<file path="config.mk">
export PLATFORM = sky130hd
export DESIGN_NAME = boid_frame_writer
export DESIGN_NICKNAME = d
export VERILOG_FILES = /design/src/rtl/boids_pkg.sv /design/src/rtl/boid_square_scan.sv /design/src/rtl/boid_frame_writer.sv
export SDC_FILE = /design/constraint.sdc
export NUM_CORES = 1
export LEC_CHECK = 0
export BUFFER_PORTS_ARGS = -buffer_cell sky130_fd_sc_hd__buf_2
export CAP_MARGIN = 20
export CORE_MARGIN = 2
export CORE_UTILIZATION = 50
export CTS_CLUSTER_DIAMETER = 40
export DETAILED_ROUTE_END_ITERATION = 10
export GPL_TIMING_DRIVEN = 0
export PLACE_DENSITY_LB_ADDON = 0.3
export RECOVER_POWER = 25
export SYNTH_ARGS = -nofsm -noshare
export SYNTH_HDL_FRONTEND = slang
export SYNTH_HIERARCHICAL = 1
export SYNTH_SLANG_ARGS = --single-unit
export TNS_END_PERCENT = 1
</file>
<file path="constraint.sdc">
create_clock -name clk -period 11.02 [get_ports clk]
set_input_delay 0.551 -clock clk [delete_from_list [all_inputs] [get_ports clk]]
set_output_delay 0.551 -clock clk [all_outputs]
set_load 0.05 [all_outputs]
</file>
<file path="src/rtl/boids_pkg.sv">
// boids_pkg: shared screen geometry, coordinate widths, colour indices and FSM state for the boid rasteriser
package boids_pkg;
  localparam int WIDTH = 640;
  localparam int HEIGHT = 480;
  localparam int X_W = 10;
  localparam int Y_W = 9;
  localparam int ADDR_W = 19;
  localparam int PIX_W = 9;
  localparam int BG_COLOR = 31;
  localparam int BOID_COLOR = 42;
  typedef enum logic [1:0] {IDLE, ERASE, DRAW} state_t;
  typedef struct packed {
    logic [X_W-1:0] x;
    logic [Y_W-1:0] y;
  } pos_t;
endpackage

</file>
<file path="src/rtl/boid_square_scan.sv">
// boid_square_scan: walks boid index, dy, dx one pixel per cycle, producing clipped framebuffer addresses and a done flag
module boid_square_scan #(
  parameter int NUM_BOIDS = 16,
  parameter int BOID_SIZE = 4,
  parameter int WIDTH = 640,
  parameter int HEIGHT = 480,
  localparam int IW = NUM_BOIDS > 1 ? $clog2(NUM_BOIDS) : 1,
  localparam int CW = $clog2(NUM_BOIDS + 1),
  localparam int SW = BOID_SIZE > 1 ? $clog2(BOID_SIZE) : 1
) (
  input  logic                          clk,
  input  logic                          reset,
  input  logic                          run,
  input  logic [CW-1:0]                 cnt,
  input  logic [boids_pkg::X_W-1:0]     x,
  input  logic [boids_pkg::Y_W-1:0]     y,
  output logic [IW-1:0]                 idx,
  output logic [boids_pkg::ADDR_W-1:0]  addr,
  output logic                          wen,
  output logic                          done
);
  import boids_pkg::*;
  logic [SW-1:0] dx, dy;
  logic [X_W:0] px;
  logic [Y_W:0] py;
  logic end_row, end_sq;
  always_comb begin
    px = {1'b0, x} + (X_W+1)'(dx);
    py = {1'b0, y} + (Y_W+1)'(dy);
    end_row = dx == SW'(BOID_SIZE - 1);
    end_sq = end_row && dy == SW'(BOID_SIZE - 1);
    done = run && end_sq && CW'(idx) + CW'(1) == cnt;
    wen = run && px < (X_W+1)'(WIDTH) && py < (Y_W+1)'(HEIGHT);
    addr = ADDR_W'(py) * ADDR_W'(WIDTH) + ADDR_W'(px);
  end
  always_ff @(posedge clk)
    if (reset || done) begin
      idx <= '0;
      dx <= '0;
      dy <= '0;
    end else if (run) begin
      dx <= end_row ? '0 : dx + 1'b1;
      dy <= end_sq ? '0 : end_row ? dy + 1'b1 : dy;
      idx <= end_sq ? idx + 1'b1 : idx;
    end
endmodule

</file>
<file path="src/rtl/boid_frame_writer.sv">
// boid_frame_writer: loads boid position sets and rasterises them as squares into the framebuffer (erase phase enabled by BOID_FRAME_WRITER_ERASE_EN)
module boid_frame_writer #(
  parameter int NUM_BOIDS = 16,
  parameter int BOID_SIZE = 4,
  parameter int BG_COLOR = boids_pkg::BG_COLOR,
  parameter int BOID_COLOR = boids_pkg::BOID_COLOR,
  parameter int WIDTH = boids_pkg::WIDTH,
  parameter int HEIGHT = boids_pkg::HEIGHT
) (
  input  logic                          clk,
  input  logic                          reset,
  input  logic                          frame_start,
  input  logic                          pos_valid,
  output logic                          pos_ready,
  input  logic [boids_pkg::X_W-1:0]     pos_x,
  input  logic [boids_pkg::Y_W-1:0]     pos_y,
  input  logic                          pos_last,
  output logic [boids_pkg::ADDR_W-1:0]  fb_addr,
  output logic [boids_pkg::PIX_W-1:0]   fb_data,
  output logic                          fb_wen,
  output logic                          busy,
  output logic                          overrun
);
  import boids_pkg::*;
  localparam int IW = NUM_BOIDS > 1 ? $clog2(NUM_BOIDS) : 1;
  localparam int CW = $clog2(NUM_BOIDS + 1);
  state_t state;
  pos_t pend [NUM_BOIDS];
  pos_t cur [NUM_BOIDS];
  pos_t sq;
  logic [CW-1:0] pend_cnt, cur_cnt, cnt;
  logic pend_full, run, commit, wen, done;
  logic [IW-1:0] idx;
  logic [ADDR_W-1:0] addr;
`ifdef BOID_FRAME_WRITER_ERASE_EN
  pos_t prev [NUM_BOIDS];
  logic [CW-1:0] prev_cnt;
  always_comb begin
    cnt = state == ERASE ? prev_cnt : cur_cnt;
    sq = state == ERASE ? prev[idx] : cur[idx];
  end
`else
  always_comb begin
    cnt = cur_cnt;
    sq = cur[idx];
  end
`endif
  always_comb begin
    pos_ready = !pend_full;
    run = state != IDLE;
    commit = frame_start && !busy && pend_full;
  end
  boid_square_scan #(
    .NUM_BOIDS(NUM_BOIDS),
    .BOID_SIZE(BOID_SIZE),
    .WIDTH(WIDTH),
    .HEIGHT(HEIGHT)
  ) u_scan (
    .clk(clk),
    .reset(reset),
    .run(run),
    .cnt(cnt),
    .x(sq.x),
    .y(sq.y),
    .idx(idx),
    .addr(addr),
    .wen(wen),
    .done(done)
  );
  always_ff @(posedge clk) begin
    if (pos_valid && !pend_full && pend_cnt != CW'(NUM_BOIDS))
      pend[pend_cnt[IW-1:0]] <= {pos_x, pos_y};
    if (commit) begin
      cur <= pend;
`ifdef BOID_FRAME_WRITER_ERASE_EN
      prev <= cur;
`endif
    end
  end
  always_ff @(posedge clk)
    if (reset) begin
      state <= IDLE;
      pend_cnt <= '0;
      cur_cnt <= '0;
`ifdef BOID_FRAME_WRITER_ERASE_EN
      prev_cnt <= '0;
`endif
      pend_full <= 1'b0;
      busy <= 1'b0;
      overrun <= 1'b0;
      fb_wen <= 1'b0;
      fb_addr <= '0;
      fb_data <= '0;
    end else begin
      busy <= run || commit;
      overrun <= overrun || (frame_start && busy);
      fb_wen <= wen;
      if (run) begin
        fb_addr <= addr;
        fb_data <= state == ERASE ? PIX_W'(BG_COLOR) : PIX_W'(BOID_COLOR);
      end
      if (commit) begin
        pend_cnt <= '0;
        pend_full <= 1'b0;
        cur_cnt <= pend_cnt;
`ifdef BOID_FRAME_WRITER_ERASE_EN
        prev_cnt <= cur_cnt;
        state <= cur_cnt != '0 ? ERASE : DRAW;
`else
        state <= DRAW;
`endif
      end else begin
        if (pos_valid && !pend_full) begin
          pend_cnt <= pend_cnt + CW'(pend_cnt != CW'(NUM_BOIDS));
          pend_full <= pos_last;
        end
        if (done)
          state <= state == ERASE ? DRAW : IDLE;
      end
    end
endmodule

</file>
==> metrics.md, run 1 <==
| Metric | Value |
|---|---|
| Setup CP Type | flip-flop to flip-flop |
| Most frequent cells in the layout | edfxtp_1, clkbuf_16, mux4_2 |
| Flops & latches, synth | 651 |
| RSZ-0062 raised after global routing | false |
| Chip Width | 221 µm |
| Antenna Cells | 0 |
| Worst reg-to-reg setup slack | 5160 ps |
| CP max FO | 10 |
| FF-to-FF End | fb_addr[18]$_SDFFE_PP0P_ |
| WP data arrival | 6320 ps |
| Switching Fraction | 21.0% |
| Slew headroom | 24.5% |
| Largest net degree at the start of global routing | 118 |
| Reg2Reg Launch Point | u_scan/idx[1]$_SDFFE_PP0P_ |
| Primary FF master, synth | edfxtp_1 |
| WHS | 199 ps |
| # clock sinks | 651 |
| Hold Fails Final Rpt | 0 |
| CTS Root Cell | clkbuf_16 |
| Post-route clock period utilization | 53.2% |
| Die Ht | 221 µm |
| Grt total ovfl | 0 |
| Boundary Pins | 56 |
| Sequential power share | 50.7% |
| First-pass GRT wire length | 67600 µm |
| Int Power | 0.00429 W |
| Run status | completed |
| Footprint of the multi-input gates | 4260 µm² |
| Pwr dens | 197 nW/µm² |
| ANT nets after route | 0 |
| Share of layout cells above drive strength 1 | 22.3% |
| EDFF count, synth | 608 |
| 1st-iter DRT viols | 1085 |
| Num rows | 79 |
| Yosys cell types | 49 |
| Skew final | 25.9 ps |
| Initial antenna violation count | 0 |
| Most common cell after layout, fill and taps aside | edfxtp_1 |
| Fmax | 171 MHz |
| CTS tree | done |
| Crit path from | u_scan/idx[1]$_SDFFE_PP0P_ |
| Leak | 8.98 nW |
| 1st-pass router iterations | 7 |
| Final Slew Violations | 0 |
| Vias post-DR | 10789 |
| I/O Buffers | 49 |
| GRT Overall Usage | 19.0% |
| Startpoint types | flip-flop |
| H-tree Lvls | 3 |
| Worst vdd ir | 0.128 mV |
| Vias in the first global route | 10789 |
| Initial core utilization | 50.6% |
| Syn. warnings | 6 |
| Final wirelength | 45500 µm |
| Worst setup endpoint | fb_addr[18]$_SDFFE_PP0P_ |
| Clock buffer depth | 3 |
| Avg WL per Cell | 23.3 µm |
| Core footprint | 46600 µm² |
| Final RePlAce weighted congestion | 0.779 |
| Placed wire-length estimate | 26700 µm |
| Combinational share of power | 2.7% |
| Worst-Skew Late Latency | 610 ps |
| Die ar. | 48900 µm² |
| Max Cap Viol | 0 |
| Cells after Synth | 1134 |
| Final setup fails | 0 |
| R2R cell count | 21 |
| Worst endpoint required time | 11480 ps |
| Post-CTS setup buffers | 0 |
| Reg clk slew, reported paths | 50 ps |
| Reported net switching power | 0.00114 W |
| Asr flop ratio synth | 0% |
| Clock period minus worst slack | 5860 ps |
| Total negative slack | 0 ps |
| DRC | 0 |
| Synthesis-to-layout area growth | 17.0% |
| Number of fillers in the final layout | 3248 |
| Worst Max-Slew Pin Slew | 1130 ps |
| Final nets | 1342 |
| Total CTS buffers | 80 |
| Register area | 19100 µm² |
| Sequential-to-total area share from yosys stat | 81.2% |
| Hold buffers post-CTS | 0 |
| Post-DR vias/cell | 5.52 |
| Clk pwr share | 46.7% |
| Mapped Area | 23600 µm² |
| Mapped Avg Cell Area | 20.8 µm² |
| Resized Gates After CTS | 0 |
| Element type at the critical path end | flip-flop |
| Hold WC Path Type | primary input to flip-flop |
==> worst min path at each step <==
stage                   startpoint                      to  slack [ps]  depth (start not counted)
4_1_cts                   pos_last  pend_full$_SDFFE_PP0P_         180                          3
5_1_grt                frame_start      overrun$_SDFF_PP0_         200                          3
6_report                  pos_last  pend_full$_SDFFE_PP0P_         200                          3
3_3_place_gp   pend[257]$_DFFE_PP_      cur[257]$_DFFE_PP_         400                          0
2_1_floorplan    pend[0]$_DFFE_PP_        cur[0]$_DFFE_PP_         400                          0
3_5_place_dp   pend[100]$_DFFE_PP_      cur[100]$_DFFE_PP_         400                          0
==> cell type report <==
type,instances,area share (%)
buffer,41,0.835
clock buffer,86,7.54
clock inverter,62,2.11
inverter,21,0.313
multi-input combinational,426,15.5
sequential,651,69.4
tap,607,2.76
timing repair buffer,61,1.63
==> power groups by stage <==
stage | Sequential (W) | Combinational (W) | Clock [W]
floorplan | 0.00282 | 0.0000814 | 0
finish | 0.00275 | 0.000146 | 0.00254
global placement | 0.00282 | 0.000138 | 0
global route | 0.00276 | 0.000160 | 0.00268
CTS | 0.00275 | 0.000149 | 0.00258
detailed placement | 0.00280 | 0.000148 | 0
==> worst max-delay path, stage by stage (launching register included) <==
cell     delay [ps]
dfxtp_1         490
buf_2           360
buf_1           780
mux4_2          370
a22oi_1         120
nand2_1         200
ha_1            190
inv_1            60
fa_1            410
nor2b_1         240
nand2_1         110
xnor2_1         320
ha_1            300
ha_1            340
a21oi_1         190
a21oi_1         170
nor4_2          330
nand2_1         120
nor4_2          300
xnor2_1         140
mux2i_1         150
nor2_1           50
==> cells in the mapped netlist, types with 8 or more instances <==
cell	instances	area [µm²]
nor2_1	70	263
xor2_1	12	105
a22oi_1	38	285
nand2_1	42	158
nand3_1	10	50.1
edfxtp_1	608	18300
buf_4	8	60.1
dfxtp_1	43	861
mux2i_1	26	260
xnor2_1	24	210
mux4_2	76	1710
inv_1	21	78.8
a21oi_1	18	90.1
clkbuf_1	19	71.3
ha_1	32	400
==> logic make-up (layout without fill, tap and decap cells) <==
kind of cell,count (synthesis),after routing,synth area share [%]
DFF,651,651,81.2
and+or+nand+nor,164,164,3.19
other,1,6,0.0159
muxes,102,102,8.37
buffers and inverters,62,271,1.31
xor gates and xnor gates,38,38,1.48
adders and majority gates,36,36,2.04
AOI/OAI and AO/OA,80,80,2.42
==> state kept, by name, summed over array words and instances, names as in the netlist <==
| register | count |
|---|---|
| cur | 304 |
| pend | 304 |
| fb_addr | 19 |
| cnt | 5 |
| pend_cnt | 5 |
| u_scan/idx | 4 |
| u_scan/dx | 2 |
| u_scan/dy | 2 |
| busy | 1 |
| fb_data | 1 |
| fb_wen | 1 |
| overrun | 1 |
| pend_full | 1 |
| state | 1 |
==> stage by stage <==
stage / setup slack (ps) / total power (W) / instances / area, µm² / utilization (%)
final: 5160 / 0.00544 / 1955 / 27600 / 59.2
after global routing: 4760 / 0.00560 / 1955 / 27600 / 59.2
after CTS: 5120 / 0.00548 / 1954 / 27600 / 59.2
after detailed placement: 5160 / 0.00295 / 1806 / 24900 / 53.5
after global placement: 1200 / 0.00296 / 1795 / 24600 / 52.8
after floorplan: 3560 / 0.00290 / 1139 / 23600 / -
==> per-layer routing <==
metal	GRT usage, %	vias to the layer above	share of wire, %
met1	25.9	5484	41
met3	4.10	102	7.0
met4	7.90	0	3.7
li1	-	4804	-
met2	29.9	399	48
met5	0	-	0
No activity file was read; power rests on OpenSTA's default activity.
==> run 2, diff against run 1 <==
--- a/config.mk
+++ b/config.mk
@@ -5,6 +5,7 @@
 export SDC_FILE = /design/constraint.sdc
 export NUM_CORES = 1
 export LEC_CHECK = 0
+export ABC_AREA = 1
 export BUFFER_PORTS_ARGS = -buffer_cell sky130_fd_sc_hd__buf_2
 export CAP_MARGIN = 20
 export CORE_MARGIN = 2
==> constraint.sdc (replaced) <==
create_clock -name clk -period 5.8 [get_ports clk]
set_input_delay 0.29 -clock clk [delete_from_list [all_inputs] [get_ports clk]]
set_output_delay 0.29 -clock clk [all_outputs]
set_load 0.05 [all_outputs]
==> metrics.md, run 2 <==
| Metric | Value |
|---|---|
| Run status | completed |
| Startpoint types | flip-flop |
| Chip Width | 229 µm (+3.8%) |
| Leak | 11.9 nW (+32%) |
| FF-to-FF End | fb_addr[18]$_SDFFE_PP0P_ |
| CP max FO | 10 (unchanged) |
| Core footprint | 50200 µm² (+7.8%) |
| Vias in the first global route | 15125 (+40%) |
| Worst reg-to-reg setup slack | 450 ps (-4710 ps) |
| Fmax | 187 MHz (+9.5%) |
| Grt total ovfl | 0 (unchanged) |
| Final wirelength | 59200 µm (+30%) |
| Max Cap Viol | 0 (unchanged) |
| # clock sinks | 651 (unchanged) |
| Hold Fails Final Rpt | 0 (unchanged) |
| Yosys cell types | 37 (-24%) |
| I/O Buffers | 49 (unchanged) |
| Most frequent cells in the layout | edfxtp_1, nand2_1, inv_1 |
| RSZ-0062 raised after global routing | false |
| 1st-pass router iterations | 8 (+1) |
| R2R cell count | 27 (+29%) |
| Reg clk slew, reported paths | 60 ps (about the same) |
| Cells after Synth | 2001 (+76%) |
| Skew final | 29.0 ps (+3.09 ps) |
| Final nets | 2224 (+66%) |
| Initial antenna violation count | 0 (unchanged) |
| Slew headroom | 23.9% (-0.56 points) |
| Hold WC Path Type | primary input to flip-flop |
| Clock period minus worst slack | 5350 ps (-509 ps) |
| Crit path from | u_scan/idx[2]$_SDFFE_PP0P_ |
| ANT nets after route | 0 (unchanged) |
| Final RePlAce weighted congestion | 0.840 (+7.8%) |
| H-tree Lvls | 3 (unchanged) |
| Die ar. | 52600 µm² (+7.7%) |
| Synthesis-to-layout area growth | 17.2% |
| WP data arrival | 5890 ps (-430 ps) |
| Avg WL per Cell | 20.4 µm (-13%) |
| Final instance area | 29800 µm² (+8.0%) |
| Max incr delay on CP | 840 ps (+60 ps) |
| Worst Max-Slew Pin Slew | 1140 ps (+7.10 ps) |
| Worst endpoint required time | 6330 ps (-5150 ps) |
| Placed wire-length estimate | 37500 µm (+40%) |
| Die Ht | 229 µm (+3.8%) |
| Worst-Skew Late Latency | 630 ps (+20 ps) |
| Final setup fails | 0 (unchanged) |
| Synth top area cells | edfxtp_1, nand2_1, nand3_1, inv_1, dfxtp_1 |
| Mapped Avg Cell Area | 12.7 µm² (-39%) |
| 1st-iter DRT viols | 1516 (+40%) |
| Most common cell after layout, fill and taps aside | edfxtp_1 |
| Placed cells | 2743 (+52%) |
| Final Slew Violations | 0 (unchanged) |
| DP Worst Slack | 368 ps (-4790 ps) |
| Number of fillers in the final layout | 3788 (+17%) |
| Post-route clock period utilization | 92.3% (+39 points) |
| Total CTS buffers | 87 (+8.8%) |
| Final non-filler cell total | 2907 (+49%) |
| Syn. warnings | 6 (unchanged) |
| CTS Root Cell | clkbuf_16 |
| Area leader, netlist | edfxtp_1 |
| Antenna Cells | 0 (unchanged) |
| Setup CP Type | flip-flop to flip-flop |
| Share of layout cells above drive strength 1 | 12.4% (-9.9 points) |
| Clock buffer depth | 3 (unchanged) |
| Asr flop ratio synth | 0% (unchanged) |
| EDFF count, synth | 608 (unchanged) |
| First-pass GRT wire length | 88700 µm (+31%) |
| Primary FF master, synth | edfxtp_1 |
| Vias post-DR | 15226 (+41%) |
| Num rows | 82 (+3.8%) |
| Final worst setup slack | 447 ps (-4710 ps) |
| CTS tree | done |
| Most numerous cell in the Yosys netlist | edfxtp_1 |
| Synth top area share | 71.9% (-5.6 points) |
| Largest net degree at the start of global routing | 128 (+8.5%) |
| Element type at the critical path end | flip-flop |
| Sequential-to-total area share from yosys stat | 75.3% (-5.9 points) |
| GRT Overall Usage | 22.9% (+4.0 points) |
| Mapped Area | 25400 µm² (+7.8%) |
| Post-CTS setup buffers | 0 (unchanged) |
| Worst setup endpoint | fb_addr[18]$_SDFFE_PP0P_ |
| Boundary Pins | 56 (unchanged) |
| Worst vdd ir | 0.254 mV (+98%) |
| Final Total Pwr | 0.0109 W (+100%) |
| Total negative slack | 0 ps (unchanged) |
| Synth top cells by count | edfxtp_1, nand2_1, inv_1, nand3_1, nor2_1 |
| Reg2Reg Launch Point | u_scan/idx[2]$_SDFFE_PP0P_ |
| Initial core utilization | 50.6% (about the same) |
| Post-DR vias/cell | 5.24 (-5.1%) |
| Post-DP Area | 26800 µm² (+7.4%) |
| CP max-delay cell | buf_1 |
| Pwr dens | 367 nW/µm² (+86%) |
| DRC | 0 (unchanged) |
| Flops & latches, synth | 651 (unchanged) |
[run 2: where the power goes]
part / switching [W] / internal [W]
combinational: 0.000247 / 0.0000832
sequential: 0.0000279 / 0.00521
clock: 0.00208 / 0.00327
[run 2: cell type report]
type                       count  area, µm²  area share, %
multi-input combinational    969       4710           15.8
inverter                     310       1170           3.92
clock inverter                62        687           2.31
buffer                        76        460           1.55
tap                          672        841           2.82
timing repair buffer          69        498           1.67
clock buffer                  98       2290           7.70
sequential                   651      19100           64.2
[run 2: through the flow]
| step | utilization [%] | hold WS [ps] |
|---|---|---|
| 2_1_floorplan | - | 361 |
| 5_1_grt | 59.3 | 201 |
| 4_1_cts | 59.4 | 58.4 |
| 3_5_place_dp | 53.4 | 405 |
| 6_report | 59.3 | 206 |
| 3_3_place_gp | 52.8 | 400 |
[run 2: how the worst min path moves through the flow]
stage                   startpoint                        to  slack (ps)  cells after the start
2_1_floorplan                reset         fb_wen$_SDFF_PP0_         360                      1
3_3_place_gp   pend[209]$_DFFE_PP_        cur[209]$_DFFE_PP_         400                      0
3_5_place_dp    pend[10]$_DFFE_PP_         cur[10]$_DFFE_PP_         400                      0
4_1_cts                   pos_x[7]        pend[16]$_DFFE_PP_          60                      1
5_1_grt                  pos_valid  pend_cnt[1]$_SDFFE_PP0P_         200                      6
6_report                 pos_valid  pend_cnt[1]$_SDFFE_PP0P_         210                      6
[run 2: routing by layer]
layer	vias up	share of wire (%)	track usage, %
met5	-	0	0
li1	7050	-	-
met4	0	4.6	10.9
met2	699	47	37.2
met1	7306	40	29.4
met3	171	8.4	5.23
[run 2: cell families (layout without fill, tap and decap cells)]
family	after synthesis	after routing	share of synthesized area (%)
AO/OA/AOI/OAI	49	49	1.03
XOR/XNOR	31	31	1.10
adder cells (fa/ha/maj)	36	36	1.89
buffers and inverters	386	615	6.36
flip-flops	651	651	75.3
multiplexers	3	3	0.133
other	1	6	0.0148
AND/OR/NAND/NOR	844	844	14.2
[run 2: worst max-delay path, delay by kind of cell, from the launching register on]
family	cells	cell delay (ps)
XOR/XNOR	2	440
flip-flops	1	510
AND/OR/NAND/NOR	14	1590
adder cells (fa/ha/maj)	4	1110
buffers and inverters	7	1590
[run 2: what timing repair did]
action / in CTS / in global routing
setup endpoints to repair: 0 / 1
gates resized for setup: 0 / 2
hold buffers: 4 / 0
hold endpoints to repair: 6 / 0
